$ cat src/rtl/mul_pkg.sv
// Shared types and helpers for the schoolbook multiply row scheduler.
// Holds the limb-count helper, the scheduler state encoding and the valid-pipe record.
package mul_pkg;

  localparam int unsigned DESIRED_SIZE_DEF = 2080;
  localparam int unsigned PAD_W            = $clog2(DESIRED_SIZE_DEF) + 1;

  function automatic int unsigned num_words(input int unsigned nbits,
                                            input int unsigned rsize);
    return nbits / rsize;
  endfunction

  typedef enum logic [2:0] {
    IDLE,
    WAIT_READY,
    ISSUE,
    FLUSH,
    WAIT_LOW
  } state_e;

  typedef struct packed {
    logic             valid;
    logic [PAD_W-1:0] padding;
  } pipe_t;

endpackage

$ cat src/rtl/limb_mult.sv
// Registered unsigned limb multiplier with clock enable.
// Kept separate so the DSP mapping can be swapped without touching the scheduler.
module limb_mult #(
  parameter int unsigned WIDTH = 32
) (
  input  logic               clk_i,
  input  logic               rst_i,
  input  logic               en_i,
  input  logic [WIDTH-1:0]   a_i,
  input  logic [WIDTH-1:0]   b_i,
  output logic [2*WIDTH-1:0] p_o
);

  logic [2*WIDTH-1:0] p_q;

  always_ff @(posedge clk_i or posedge rst_i) begin
    if (rst_i) begin
      p_q <= '0;
    end else if (en_i) begin
      p_q <= (2*WIDTH)'(a_i) * (2*WIDTH)'(b_i);
    end
  end

  assign p_o = p_q;

endmodule

$ cat src/rtl/mul_row_scheduler.sv
// Streams every a[i]*b[j] limb product, row by row, into the shift-and-accumulate
// store, pacing rows against the store's ready handshake and flagging mid-row drops.
module mul_row_scheduler
  import mul_pkg::*;
#(
  parameter  int unsigned REGISTER_SIZE = 32,
  parameter  int unsigned NUM_BITS      = 2048,
  parameter  int unsigned DESIRED_SIZE  = 2080,
  localparam int unsigned NUM_WORDS     = num_words(NUM_BITS, REGISTER_SIZE),
  localparam int unsigned AW            = $clog2(NUM_WORDS),
  localparam int unsigned PW            = $clog2(DESIRED_SIZE) + 1
) (
  input  logic                     clk_in,
  input  logic                     rst_in,
  input  logic                     start_in,
  output logic [AW-1:0]            a_addr_out,
  input  logic [REGISTER_SIZE-1:0] a_data_in,
  output logic [AW-1:0]            b_addr_out,
  input  logic [REGISTER_SIZE-1:0] b_data_in,
  input  logic                     store_ready_in,
  output logic                     store_valid_out,
  output logic [REGISTER_SIZE-1:0] high_out,
  output logic [REGISTER_SIZE-1:0] low_out,
  output logic [PW-1:0]            padding_out,
  output logic                     busy_out,
  output logic                     row_done_out,
  output logic                     done_out,
  output logic                     error_out
);

  localparam logic [AW-1:0] LAST = AW'(NUM_WORDS - 1);

  state_e                     state_q, state_d;
  logic   [AW-1:0]            row_q, row_d;
  logic   [AW-1:0]            col_q, col_d;
  logic                       flush_q, flush_d;
  pipe_t                      s1_q, s1_d;
  pipe_t                      s2_q, s2_d;
  logic                       row_done_q, row_done_d;
  logic                       done_q, done_d;
  logic                       err_q, err_d;
  logic [2*REGISTER_SIZE-1:0] product;

  always_comb begin
    state_d        = state_q;
    row_d          = row_q;
    col_d          = col_q;
    flush_d        = flush_q;
    err_d          = err_q;
    row_done_d     = 1'b0;
    done_d         = 1'b0;
    s1_d.valid     = 1'b0;
    s1_d.padding   = PAD_W'(row_q);
    s2_d           = s1_q;

    unique case (state_q)
      IDLE: begin
        if (start_in) begin
          state_d = WAIT_READY;
          row_d   = '0;
        end
      end
      WAIT_READY: begin
        if (store_ready_in) begin
          state_d = ISSUE;
          col_d   = '0;
        end
      end
      ISSUE: begin
        // The store has no per-word ready, so a drop here aborts the whole multiply.
        if (!store_ready_in) begin
          err_d   = 1'b1;
          s2_d    = '0;
          state_d = IDLE;
        end else begin
          s1_d.valid = 1'b1;
          if (col_q == LAST) begin
            state_d = FLUSH;
            flush_d = 1'b0;
          end else begin
            col_d = col_q + 1'b1;
          end
        end
      end
      FLUSH: begin
        if (!flush_q) begin
          flush_d = 1'b1;
        end else begin
          row_done_d = 1'b1;
          if (row_q == LAST) begin
            done_d  = 1'b1;
            state_d = IDLE;
          end else begin
            row_d   = row_q + 1'b1;
            state_d = WAIT_LOW;
          end
        end
      end
      WAIT_LOW: begin
        if (!store_ready_in) begin
          state_d = WAIT_READY;
        end
      end
      default: state_d = IDLE;
    endcase
  end

  always_ff @(posedge clk_in or posedge rst_in) begin
    if (rst_in) begin
      state_q    <= IDLE;
      row_q      <= '0;
      col_q      <= '0;
      flush_q    <= 1'b0;
      s1_q       <= '0;
      s2_q       <= '0;
      row_done_q <= 1'b0;
      done_q     <= 1'b0;
      err_q      <= 1'b0;
    end else begin
      state_q    <= state_d;
      row_q      <= row_d;
      col_q      <= col_d;
      flush_q    <= flush_d;
      s1_q       <= s1_d;
      s2_q       <= s2_d;
      row_done_q <= row_done_d;
      done_q     <= done_d;
      err_q      <= err_d;
    end
  end

  limb_mult #(
    .WIDTH (REGISTER_SIZE)
  ) u_limb_mult (
    .clk_i (clk_in),
    .rst_i (rst_in),
    .en_i  (s1_q.valid),
    .a_i   (a_data_in),
    .b_i   (b_data_in),
    .p_o   (product)
  );

  assign a_addr_out      = col_q;
  assign b_addr_out      = row_q;
  assign store_valid_out = s2_q.valid;
  assign high_out        = product[2*REGISTER_SIZE-1:REGISTER_SIZE];
  assign low_out         = product[REGISTER_SIZE-1:0];
  assign padding_out     = PW'(s2_q.padding);
  assign busy_out        = (state_q != IDLE);
  assign row_done_out    = row_done_q;
  assign done_out        = done_q;
  assign error_out       = err_q;

endmodule

$ cat config.mk
export PLATFORM = sky130hd
export DESIGN_NAME = mul_row_scheduler
export DESIGN_NICKNAME = d
export VERILOG_FILES = /design/src/rtl/mul_pkg.sv /design/src/rtl/limb_mult.sv /design/src/rtl/mul_row_scheduler.sv
export SDC_FILE = /design/constraint.sdc
export NUM_CORES = 2
export LEC_CHECK = 0
export CAP_MARGIN = 20
export CORE_UTILIZATION = 45
export CTS_BUF_LIST = sky130_fd_sc_hd__clkbuf_4 sky130_fd_sc_hd__clkbuf_8
export CTS_CLUSTER_DIAMETER = 40
export CTS_CLUSTER_SIZE = 16
export DETAILED_ROUTE_END_ITERATION = 7
export PLACE_DENSITY = 0.63
export REMOVE_ABC_BUFFERS = 1
export SKIP_CTS_REPAIR_TIMING = 1
export SYNTH_ARGS = -nofsm -noshare
export SYNTH_HDL_FRONTEND = slang
export SYNTH_SLANG_ARGS = --single-unit
$ cat constraint.sdc
create_clock -name clk_in -period 8.5 [get_ports clk_in]
set_clock_uncertainty 0.15 [all_clocks]
set_input_delay 1.275 -clock clk_in [delete_from_list [all_inputs] [get_ports clk_in]]
set_output_delay 1.275 -clock clk_in [all_outputs]
set_load 0.02 [all_outputs]
[Yosys cells after proc, flatten, opt, wreduce, memory -nomap -nowiden]
Index checks and enable logic that the tools add are counted.
Word-level totals
  bits in registers: 104
  word-level logic and storage cells: 69
Operators by class
  add/sub/neg operators: 2
  multipliers: 1
  equality and inequality tests: 15
  multiplexer cells: 28
  bitwise logic cells: 1
  reduce and logical (&&, ||, !) cells: 10
Operators with widths (count)
  $mul 32x32->64: 1
  $mux 6: 6
  $mux 14: 2
  $pmux 6 s2: 2
  $mux 3: 7
  $ne 2x2->1 const B: 8
  $pmux 3 s5: 1
  $add 6x1->6 const B: 2
  $eq 6x6->1 const B: 2
  $mux 1: 9
  $reduce_and 4->1: 2
  $eq 3x2->1 const B: 2
  $reduce_bool 2->1: 3
  $reduce_and 5->1: 1
  $eq 3x1->1 const B: 1
  $eq 3x3->1 const B: 1
  $logic_not 3->1: 1
  $ne 3x3->1 const B: 1
  $reduce_and 3->1: 1
  $reduce_bool 3->1: 1
  $pmux 1 s2: 1
  $reduce_and 2->1: 1
  $not 1->1: 1

[Logic depth before layout (Yosys ltp)]
  depth in word-level cells: 4
  mapped depth: 29
  depth with buffers taken out: 27

[By module]
Synthesis repeated with hierarchy kept, for this count alone.
Second synthesis, totals
  cell total of the unflattened synthesis: 4059
  area, all modules: 37699.9 um^2
Modules (own cells, without submodules)
  limb_mult: times used 1, cells an instance 3914, area an instance 36077.1 um^2
  mul_row_scheduler: times used 1, cells an instance 145, area an instance 1622.8 um^2

[Worst setup path before layout]
Ideal clock, no wire load.
  kind: input to register
  start: input a_data_in[30]
  end: register u_limb_mult.p_q[57], in the netlist u_limb_mult.p_o[57]
  arrival: 7.706 ns
  required time: 8.225 ns
  slack: 0.519 ns
  stages: 26
  path buffers: 2
  cells stage by stage: clkbuf_1 > nand2_1 > fa_1 > inv_1 > fa_1 > fa_1 > inv_1 > fa_1 > inv_1 > fa_1 > fa_1 > fa_1 > inv_1 > fa_1 > inv_1 > ha_1 > buf_2 > nand2_1 > o21a_1 > o21ai_0 > a311oi_1 > o32a_1 > a31oi_2 > a21oi_1 > xnor2_1 > mux2_2
On the way
  cells in the longest elaborated chain, start to end: 1
RTL lines
  from (decl): line mul_row_scheduler.sv:17  | input logic [REGISTER_SIZE-1:0] a_data_in,
  $mul 32x32->64: line limb_mult.sv:20  | p_q <= (2*WIDTH)'(a_i) * (2*WIDTH)'(b_i);
  to (signal assigned): line limb_mult.sv:20
  to (decl): line limb_mult.sv:14  | logic [2*WIDTH-1:0] p_q;
Every way passes these cells.
A chain may end at the register's enable or synchronous reset.

[Final worst setup path]
  start: input b_data_in[4]
  end: register u_limb_mult.p_q[62], in the netlist u_limb_mult.p_o[62]
On the way
  cells in the longest elaborated chain, start to end: 1
RTL lines
  from (decl): line mul_row_scheduler.sv:19  | input logic [REGISTER_SIZE-1:0] b_data_in,
  $mul 32x32->64: line limb_mult.sv:20
Every way passes these cells.

==> flow_metrics.py <==
metrics = {
    "status": {
        "status": "completed",
    },
    "placed_design": {
        "place_ws_ps": -491,
        "dp_hpwl_mm": 88.6,
        "place_congestion": 0.901,
        "place_inst": 5395,
        "portBuffers": 154,
        "placedInstanceArea_sq_mm": 0.0429,
    },
    "synth": {
        "mappedNetlistArea_sq_mm": 0.0372,
        "yosysSeqAreaShare_pct": 6.53,
        "synthFlopType": "dfrtp_1",
        "synth_cell_types": 78,
        "synth.avg_cell_area_sq_um": 9.27,
        "synth-async-reset-ratio_pct": 100,
        "synth-seq-cells": 97,
        "synth_edf_count": 0,
        "syn_inst": 4006,
        "yosysWarnings": 0,
    },
    "finish": {
        "final_area_sq_mm": 0.0444,
        "drive_gt1_share_pct": 13.7,
        "syn2layout_area_growth_pct": 19.5,
        "layout_common_cells": "inv_1 (883), fa_1 (878), and2_1 (584)",
        "instances_no_fill": 5458,
        "nNetsFinal": 5611,
        "layout_commonest_cell": "inv_1",
    },
    "cts": {
        "cts_inserted_buffers": 9,
        "clkSinkCount": 97,
        "htreeDepth": 3,
        "cts-root-buf": "clkbuf_8",
        "path_clk_slew_ps": 140,
        "cts_tree": "done",
        "clockBufferDepth": 2,
        "insertion_delay_ps": 440,
    },
    "setup_path": {
        "arrival_ps": 8460,
        "path_max_fanout": 15,
        "cp-start-kind": "input pin",
        "cp.required_ps": 8660,
        "path_class": "input pin to flip-flop",
        "worstSetupEndpointType": "flip-flop",
    },
    "grt": {
        "antenna_found_initial": 2,
        "grt_overflow": 0,
        "grt_pass1_vias": 30241,
        "grt_max_degree": 71,
        "grt_pass1_wl_mm": 167,
        "grt_usage_pct": 25.8,
    },
    "timing": {
        "worstMarginPinSlew_ps": 1020,
        "hold_slack_ps": 314,
        "fmax_ghz": 0.120,
        "finalSetupViolCount": 0,
        "rsz0062_at_grt": "true",
        "max-slew-margin-rel_pct": 31.8,
        "worst_slack_ps": 199,
        "finalCritPeriodShare_pct": 97.7,
        "hold_viol": 0,
        "min_period_ps": 8300,
        "slew_viol_final": 0,
    },
    "floorplanning": {
        "io_pins": 162,
        "design.die.area_sq_mm": 0.0837,
        "num_rows": 105,
        "die_height_um": 289,
        "initial_core_util_pct": 45.4,
        "dieWidth_um": 289,
        "core_area_sq_mm": 0.0818,
    },
    "route": {
        "first_pass_iters": 5,
        "initialDrtViolationCount": 1664,
        "wl_per_cell_um": 20.7,
        "antenna_left": 0,
        "dr_total_vias": 28298,
        "wl_mm": 113,
        "route.detailed.drc": 0,
        "vias_per_cell": 5.18,
    },
    "flow_run": {
        "cap_violations": 0,
    },
    "hold_path": {
        "hp-class": "flip-flop to flip-flop",
    },
}
## path summary, 6_finish.rpt
kind / start / end / slack [ps] / cells past startpoint
hold / removal: b_addr_out[1]$_DFFE_PP0P_ / s1_q[1]$_DFF_PP0_ / 310 / 0
min in group asynchronous: rst_in / u_limb_mult.p_o[13]$_DFFE_PP0P_ / 1050 / 2
setup reg to reg: state_q[1]$_DFFE_PP0P_ / a_addr_out[5]$_DFFE_PP0P_ / 6180 / 6
max in group asynchronous: rst_in / s1_q[13]$_DFF_PP0_ / 5690 / 3
setup / recovery: b_data_in[4] / u_limb_mult.p_o[62]$_DFFE_PP0P_ / 200 / 28
hold reg to reg: b_addr_out[1]$_DFFE_PP0P_ / s1_q[1]$_DFF_PP0_ / 310 / 0
## worst max-delay path, stage by stage
cell	delay, ps
clkdlybuf4s50_1	510
buf_12	160
buf_4	140
nand2_1	60
fa_1	470
inv_1	50
fa_1	470
inv_1	50
fa_1	500
fa_2	590
inv_1	60
fa_1	480
fa_1	520
fa_2	600
fa_1	450
ha_1	320
buf_4	170
a21oi_2	170
o21ai_1	130
nor2b_1	160
nor2_1	150
buf_4	140
nor2_1	50
a211oi_4	260
nor3_1	100
buf_4	150
o21ai_1	150
o311ai_2	120
## metrics by stage
step           utilization [%]  TNS (ps)
6_report                  54.2         0
3_5_place_dp              52.4    -11740
3_3_place_gp              52.4    -10390
5_1_grt                   54.2     -90.4
2_1_floorplan                -         0
4_1_cts                   52.6     -62.0
## area by class of cell
class	instances	area [sq um]
Timing Repair Buffer	597	6310
Tap cell	1070	1340
Clock buffer	9	124
Multi-Input combinational cell	2790	30800
Inverter	887	3330
Sequential cell	97	2430
Clock inverter	7	91.3
Fill cell	7319	37500
Antenna cell	1	2.50
## kinds of logic (layout without fill, tap and decap cells)
family                   count (synthesis)  in the layout  synth area share, %
flip-flops                              97             97                 6.53
AO/OA/AOI/OAI                          251            251                 4.44
XOR/XNOR                                58             58                 1.37
other                                    1              8               0.0101
AND/OR/NAND/NOR                       1261           1261                 17.3
multiplexers                            52             52                 1.58
buffers and inverters                 1125           1500                 11.6
adder cells (fa/ha/maj)               1161           1161                 57.2
## layer usage
| layer | global-route usage [%] | share of wire (%) | vias up |
|---|---|---|---|
| li1 | - | - | 12458 |
| met1 | 36.4 | 41 | 14675 |
| met2 | 42.7 | 47 | 984 |
| met3 | 3.69 | 8.1 | 181 |
| met4 | 4.57 | 4.0 | 0 |
| met5 | 0 | 0 | - |
## cell usage after synthesis (all sizes together) (2+ instances only)
master,number,area (sq um)
dfrtp,97,2430
a21boi,4,30.0
or3,3,18.8
inv,887,3330
or2,5,31.3
a41oi,3,41.3
o21bai,7,52.6
ha,265,3320
o31ai,6,50.1
a311oi,3,43.8
a21oi,87,439
and2,586,3670
clkbuf,211,792
o21a,7,52.6
nand2,526,1980
o211ai,5,42.5
o21ai,59,303
buf,26,174
a21o,28,210
nand3,21,105
a31oi,10,83.8
nor4,5,43.8
nand4,18,113
o311ai,4,35.0
xnor2,34,298
fa,896,17900
nor2,54,203
o221ai,2,17.5
o21ba,2,20.0
a211o,2,17.5
nand2b,4,25.0
a211oi,5,47.5
a221oi,2,17.5
and3,12,76.3
xor2,24,210
nor3,13,65.1
nor2b,12,75.1
mux2,51,578
## sequential cells by signal, indices dropped and copies added (netlist names), 3 cells and up
register,count
b_addr_out,6
u_limb_mult.p_o,64
state_q,3
padding_out,6
s1_q,7
a_addr_out,6
Power is not shown: default switching activity piles up to over one toggle a cycle in this logic, so the estimate is an artifact.
